<file path="config.mk">
export PLATFORM = sky130hd
export DESIGN_NAME = fetch_stage
export DESIGN_NICKNAME = d
export VERILOG_FILES = /design/src/rtl/fetch_stage.sv
export SDC_FILE = /design/constraint.sdc
export NUM_CORES = 1
export LEC_CHECK = 0
export CORE_MARGIN = 2
export CORE_UTILIZATION = 40
export DETAILED_ROUTE_END_ITERATION = 10
export PLACE_DENSITY = 0.72
export SLEW_MARGIN = 20
export SYNTH_ARGS = -nofsm -noshare
export SYNTH_HDL_FRONTEND = slang
export SYNTH_SLANG_ARGS = --single-unit
</file>
<file path="constraint.sdc">
create_clock -name clk -period 2.7 [get_ports clk]
set_input_delay 0.54 -clock clk [delete_from_list [all_inputs] [get_ports clk]]
set_output_delay 0.54 -clock clk [all_outputs]
set_load 0.02 [all_outputs]
</file>
<file path="src/rtl/fetch_stage.sv">
`default_nettype none
// ============================================================================
//  Module      : fetch_stage
//  Description : Instruction-fetch stage. Owns the program counter, drives the
//                word address of instruction_memory, and captures the returned
//                instruction into an IF/ID register with a valid/ready
//                handshake toward decode. Supports redirect-with-squash and
//                halts after fetching EBREAK.
//  Revision    : 1.0  initial release
// ============================================================================
module fetch_stage #(
   parameter logic [47:0] RESET_PC     = 48'h0,
   parameter logic [31:0] NOP_INSTR    = 32'h00000013,
   parameter logic [31:0] EBREAK_INSTR = 32'h00100073
) (
   input  logic        clk,
   input  logic        rst_n,
   // instruction memory (word-addressed, combinational read)
   output logic [47:0] imem_addr,
   input  logic [31:0] imem_instr,
   // control-flow redirect
   input  logic        redirect_valid,
   input  logic [47:0] redirect_pc,
   // IF/ID register toward decode
   output logic        out_valid,
   input  logic        out_ready,
   output logic [31:0] out_instr,
   output logic [47:0] out_pc,
   // status
   output logic        halted,
   output logic [15:0] fetch_count
);

   typedef enum logic [1:0] {
      ST_BOOT = 2'd0,
      ST_RUN  = 2'd1,
      ST_HALT = 2'd2
   } state_t;

   localparam logic [15:0] COUNT_MAX = 16'hFFFF;
   localparam logic [47:0] PC_STEP   = 48'd4;

   state_t      state;
   logic [47:0] pc;

   // Register slot is free when empty or being drained this cycle; a redirect
   // always wins so nothing is loaded from the stale path.
   logic        slot_free;
   logic        load;
   logic        load_is_ebreak;
   logic [47:0] redirect_target;

   // Byte-offset bits of the redirect target are architecturally ignored.
   logic        unused_redirect_lsbs;

   assign imem_addr            = {2'b00, pc[47:2]};
   assign slot_free            = !out_valid || out_ready;
   assign load                 = (state == ST_RUN) && slot_free && !redirect_valid;
   assign load_is_ebreak       = (imem_instr == EBREAK_INSTR);
   assign redirect_target      = {redirect_pc[47:2], 2'b00};
   assign unused_redirect_lsbs = ^redirect_pc[1:0];

   // Fetch state machine: PC, IF/ID register, halt flag and fetch counter.
   always_ff @(posedge clk or negedge rst_n) begin
      if (!rst_n) begin
         state       <= ST_BOOT;
         pc          <= RESET_PC;
         out_valid   <= 1'b0;
         out_instr   <= NOP_INSTR;
         out_pc      <= 48'h0;
         halted      <= 1'b0;
         fetch_count <= 16'h0;
      end else if (redirect_valid) begin
         // Squash whatever is held, even if decode is accepting it this cycle,
         // and restart fetching at the aligned target on the next cycle.
         state     <= ST_RUN;
         pc        <= redirect_target;
         out_valid <= 1'b0;
         out_instr <= NOP_INSTR;
         halted    <= 1'b0;
      end else begin
         case (state)
            ST_BOOT: begin
               // One settling cycle after reset release; nothing is fetched.
               state <= ST_RUN;
            end

            ST_RUN: begin
               if (load) begin
                  out_instr <= imem_instr;
                  out_pc    <= pc;
                  out_valid <= 1'b1;
                  pc        <= pc + PC_STEP;
                  if (fetch_count != COUNT_MAX) begin
                     fetch_count <= fetch_count + 16'd1;
                  end
                  // EBREAK is delivered like any instruction, then fetch stops.
                  if (load_is_ebreak) begin
                     state  <= ST_HALT;
                     halted <= 1'b1;
                  end
               end else if (out_valid && out_ready) begin
                  out_valid <= 1'b0;
               end
            end

            ST_HALT: begin
               // PC frozen; only let the held EBREAK drain to decode.
               if (out_valid && out_ready) begin
                  out_valid <= 1'b0;
               end
            end

            default: begin
               state <= ST_BOOT;
            end
         endcase
      end
   end

endmodule
`default_nettype wire

</file>
==> flow_summary.ini, run 1 <==
[synth]
ys.flop_type = dfrtp_1
yosysSeqAreaShare_pct = 53.8
synth_most_common_cell = dfrtp_1
synth_area_um2 = 6710
synth_top_area_cell = dfrtp_1
yosysTopAreaCellShare_pct = 52.6
ys_ff_latch = 144
syn_avg_cell_area_um2 = 10.3
synthTopCellsByArea = dfrtp_1 53%, mux2_2 8.1%, nand2_1 6.7%, xor2_1 3.0%, o21ai_0 2.9%
syn_inst = 651
synth_cell_types = 56
yosysWarnings = 0
async_flop_share_pct = 100
synth_edf_count = 0
ys_top_cells_by_count = 141 x dfrtp_1, 120 x nand2_1, 48 x mux2_2

[clock_tree]
cts_buffers = 17
h-tree-depth = 4
clockBufferDepth = 2
cts_resized = 0
root_buffer = clkbuf_16
path_clk_slew_ns = 0.06
worstSkewPairLatency_ns = 0.43
cts_tree = yes
post-cts-setup-buffers = 0
cts_sinks = 144
cts_hold_buf = 0

[floorplanning]
start_util_pct = 40.7
ios = 230
die-area_um2 = 17800
core_um2 = 16500
die_h_um = 133
rows = 47
die_w_um = 133

[grt]
grt.total_usage_pct = 21.8
grt_max_degree = 70
antenna_found_initial = 0
grt_overflow_total = 0
grt_pass1_vias = 5773
grt_pass1_wl_um = 30600

[power]
power_density_nw_per_um2 = 667
total_power_w = 0.00659
leakage_nw = 4.00
vdd_ir_drop_max_mv = 0.448

[place]
finalWeightedCongestion = 0.785
port_buffers = 223
dp_hpwl_um = 13600

[timing]
maxSlewViolCount = 0
setup_violations = 0
period_share_pct = 84.2
tns_ns = 0
period_minus_slack_ns = 2.27
rsz0062_at_grt = no
fmaxAchievable_ghz = 0.440
finalHoldViolCount = 0
worst_pin_slew_ns = 0.509
fin_worst_skew_ns = 0.00918
slew_headroom_pct = 65.7

[hold_path]
hold_class = in -> async

[route]
drt-pass1-iter-count = 4
drt_iter0_markers = 244
avgViaCountPerCell = 5.08
antenna_left = 0
drcViolationCount = 0
num_vias = 5695
routedWlPerCell_um = 16.8
routed_wl_um = 18900

[outcome]
status = completed

[cells_and_area]
area_growth_syn_to_layout_pct = 47.3
nets = 975
diodes = 0
drive_above_1_share_pct = 14.4

[run]
cap_violations = 0

[worst_setup_path]
cp_max_fo = 10
arrival_ns = 2.62
crit_type = reg -> reg
endpoint_kind = register
setup.worst_path.start_class = register
worstPathRequired_ns = 3.04
==> routing by layer <==
| layer | share of wire [%] | vias to the layer above | GRT usage, % |
|---|---|---|---|
| met5 | 0 | - | 0 |
| met4 | 1.3 | 0 | 6.50 |
| met3 | 7.7 | 16 | 7.27 |
| met2 | 47 | 181 | 34.6 |
| met1 | 44 | 2731 | 28.5 |
| li1 | - | 2767 | - |
==> worst max-delay path, cell delays in order (launching register included) <==
cell and delay, ns:
dfrtp_1 0.40, nand2b_1 0.32, nor4_4 0.53, nand4_2 0.32, or3_1 0.44, a31oi_1 0.17
==> sequential cells by signal (all words and copies together), names as in the netlist <==
register and cells:
fetch_count 16, out_valid 1, halted 1, state 2
out_instr 32, pc 46, out_pc 46
==> cell type report <==
cell class / count / area [um2]
inverter: 6 / 22.5
timing repair buffer: 251 / 2480
multi-input combinational: 469 / 2920
tap: 220 / 275
clock buffer: 20 / 447
clock inverter: 12 / 135
sequential: 144 / 3610
fill: 1387 / 6590
==> layout by cell type (no fill, tap or decap), types with 10 or more instances in the layout <==
cell | Yosys | layout
clkdlybuf4s50_1 | 0 | 221
dfrtp_1 | 141 | 141
nand2_1 | 120 | 120
mux2_2 | 48 | 48
o21ai_0 | 39 | 39
a21oi_1 | 33 | 33
nor2_1 | 30 | 29
nand4_1 | 27 | 27
nand3_1 | 26 | 26
buf_4 | 5 | 26
xor2_1 | 23 | 23
xnor2_1 | 20 | 20
clkbuf_16 | 0 | 17
nor4_1 | 13 | 13
a31oi_1 | 12 | 12
or3_1 | 10 | 10
==> worst paths after layout <==
| kind | start | to | slack, ns | cells after the start |
|---|---|---|---|---|
| max in group asynchronous | rst_n | out_instr[1] | 1.84 | 2 |
| worst min register to register | out_instr[4] | out_instr[4] | 0.49 | 2 |
| worst max-delay path | state[1] | pc[45] | 0.43 | 5 |
| worst min-delay path | rst_n | out_pc[9] | 0.04 | 1 |
| min in group clk | out_instr[4] | out_instr[4] | 0.49 | 2 |
| worst max register to register | state[1] | pc[45] | 0.43 | 5 |
==> per-stage QoR <==
stage	std cells	area (um2)	hold slack, ns	util [%]	worst slack [ns]
floorplan	654	6720	0.244	-	0.725
global placement	1090	9300	0.474	56.5	0.104
detailed placement	1090	9300	0.480	56.5	0.0464
CTS	1122	9880	0.0440	60.0	0.389
global route	1122	9880	0.0755	60.0	0.200
finish	1122	9880	0.0424	60.0	0.427
==> kinds of logic after synthesis <==
group | Yosys count | synth area share (%)
compound gates | 96 | 7.91
xor+xnor | 43 | 5.62
fa+ha+maj | 2 | 0.373
buf+inv | 41 | 3.04
flops | 144 | 53.8
mux | 49 | 8.21
other cells | 1 | 0.0559
simple gates | 275 | 21.0
==> power by group <==
part	leakage, nW	switching (W)	internal, W
Clock	0.285	0.000942	0.00139
Combinational	1.96	0.000772	0.000818
Sequential	1.75	0.000240	0.00242
Total	4.00	0.00195	0.00463
No activity file was read; power rests on OpenSTA's default activity.
==> run 2: changes to the inputs <==
- PLACE_DENSITY: 0.72 -> 0.75
- clock period: 2.7 -> 2.05 ns (I/O delays scaled with it)
==> flow_summary.ini, run 2 (synthesis results as in run 1) <==
[outcome]
status = completed

[clock_tree]
h-tree-depth = 4
cts_sinks = 144
worstSkewPairLatency_ns = 0.42
path_clk_slew_ns = 0.06
root_buffer = clkbuf_16
cts_tree = yes
cts_buffers = 17
clockBufferDepth = 2

[worst_setup_path]
endpoint_kind = primary output
crit_buf_inv = 1
worstPathRequired_ns = 1.64
setup.worst_path.start_class = register
setup.worst_path.end = out_instr[4]
slowest_stage = clkdlybuf4s50_1
r2r_start = pc[17]
startpoint = out_instr[4]
crit_type = reg -> out
reg2reg_depth = 5
crit_chain = clkdlybuf4s50_1
cp_top_family = buffers and inverters
arrival_ns = 1.58
critPathMaxStageDelay_ns = 0.64
reg2reg_to = pc[47]
cp_max_fo = 2
crit_cells = 1
r2r_slack_ns = 0.09

[power]
power_density_nw_per_um2 = 875
leakage_nw = 4.27
vdd_ir_drop_max_mv = 0.570
total_power_w = 0.00905

[route]
drt-pass1-iter-count = 5
avgViaCountPerCell = 5.18
routedWlPerCell_um = 17.1
antenna_left = 0
num_vias = 6030
drcViolationCount = 0
routed_wl_um = 19900
drt_iter0_markers = 265

[cells_and_area]
layout_top_registers = out_pc x46, pc x46, out_instr x32
final_common_cell = clkdlybuf4s50_1
num-fill-cells = 1379
diodes = 0
multi_input_area_um2 = 2970
nets = 1017
final_cells = 1163
final-seq-area_um2 = 3610
drive_above_1_share_pct = 19.3
area_growth_syn_to_layout_pct = 54.3
final_cell_mix = 218 x clkdlybuf4s50_1, 136 x dfrtp_1, 120 x nand2_1

[timing]
period_share_pct = 97.3
finalHoldViolCount = 0
slew_headroom_pct = 64.7
setup_ws_ns = 0.0561
period_minus_slack_ns = 1.99
fmaxAchievable_ghz = 0.502
setup_violations = 0
fin_worst_skew_ns = 0.0101
maxSlewViolCount = 0
worst_pin_slew_ns = 0.530

[grt]
grt.total_usage_pct = 23.2
grt_max_degree = 51
grt_pass1_wl_um = 32500
grt_overflow_total = 0
antenna_found_initial = 0
grt_pass1_vias = 6260

[floorplanning]
start_util_pct = 40.7
ios = 230
rows = 47
die_w_um = 133
die-area_um2 = 17800
die_h_um = 133
core_um2 = 16500

[place]
port_buffers = 223
dp_hpwl_um = 14800
dp.cells = 1128
dp_slack_ns = -0.383
finalWeightedCongestion = 0.805

[hold_path]
hold_class = in -> reg

[run]
cap_violations = 0
-- run 2: cell types whose count changed in the layout (fill, tap and decap cells not counted), sizes merged --
cell / previous run / this run
buf: 30 / 71
clkinv: 7 / 2
clkdlybuf4s50: 221 / 218
dlymetal6s2s: 0 / 3
bufinv: 2 / 4
clkbuf: 20 / 22
clkinvlp: 1 / 3
inv: 8 / 6
dlygate4sd3: 0 / 1
-- run 2: area by class of cell --
type | instances | share of cell area, %
sequential | 144 | 34.9
clock buffer | 22 | 4.58
clock inverter | 9 | 1.51
tap | 220 | 2.66
multi-input combinational | 469 | 28.7
inverter | 6 | 0.218
timing repair buffer | 293 | 27.4
-- run 2: worst min-delay path by stage --
stage	startpoint	endpoint	slack (ns)	cells after the start
floorplan	rst_n	fetch_count[0]	0.11	0
global placement	rst_n	fetch_count[4]	0.39	1
detailed placement	rst_n	fetch_count[3]	0.40	1
CTS	redirect_valid	out_valid	0.46	3
global route	redirect_valid	out_valid	0.50	3
finish	redirect_valid	out_valid	0.48	3
-- run 2: power breakdown --
group | internal (W) | leakage [nW] | switching [W] | total, W
Combinational | 0.00115 | 2.23 | 0.00110 | 0.00225
Sequential | 0.00320 | 1.75 | 0.000285 | 0.00348
Clock | 0.00213 | 0.298 | 0.00120 | 0.00332
Total | 0.00647 | 4.27 | 0.00258 | 0.00905
-- run 2: through the flow --
| stage | utilization, % | hold slack, ns | TNS (ns) | cell area, um2 |
|---|---|---|---|---|
| 4_1_cts | 62.4 | 0.461 | 0 | 10300 |
| 3_3_place_gp | 58.4 | 0.391 | -21.01 | 9610 |
| 6_report | 62.8 | 0.480 | 0 | 10300 |
| 3_5_place_dp | 58.4 | 0.402 | -26.67 | 9610 |
| 5_1_grt | 62.8 | 0.499 | -0.0296 | 10300 |
| 2_1_floorplan | - | 0.114 | 0 | 6720 |
-- run 2: what timing repair did --
| action | CTS | global route |
|---|---|---|
| endpoints found under the hold margin | 43 | 0 |
| hold buffers | 1 | 0 |
| endpoints found under the setup margin | 3 | 40 |
| cloned | 0 | 0 |
| pin swaps | 2 | 3 |
| gates resized for setup | 2 | 16 |
| buffers inserted | 1 | 2 |
-- run 2: routing by layer --
layer	vias up	part of all wire, %	GRT usage, %
li1	2851	-	-
met1	2941	42	29.0
met4	0	0.84	6.56
met3	13	8.5	7.91
met2	225	49	38.3
met5	-	0	0
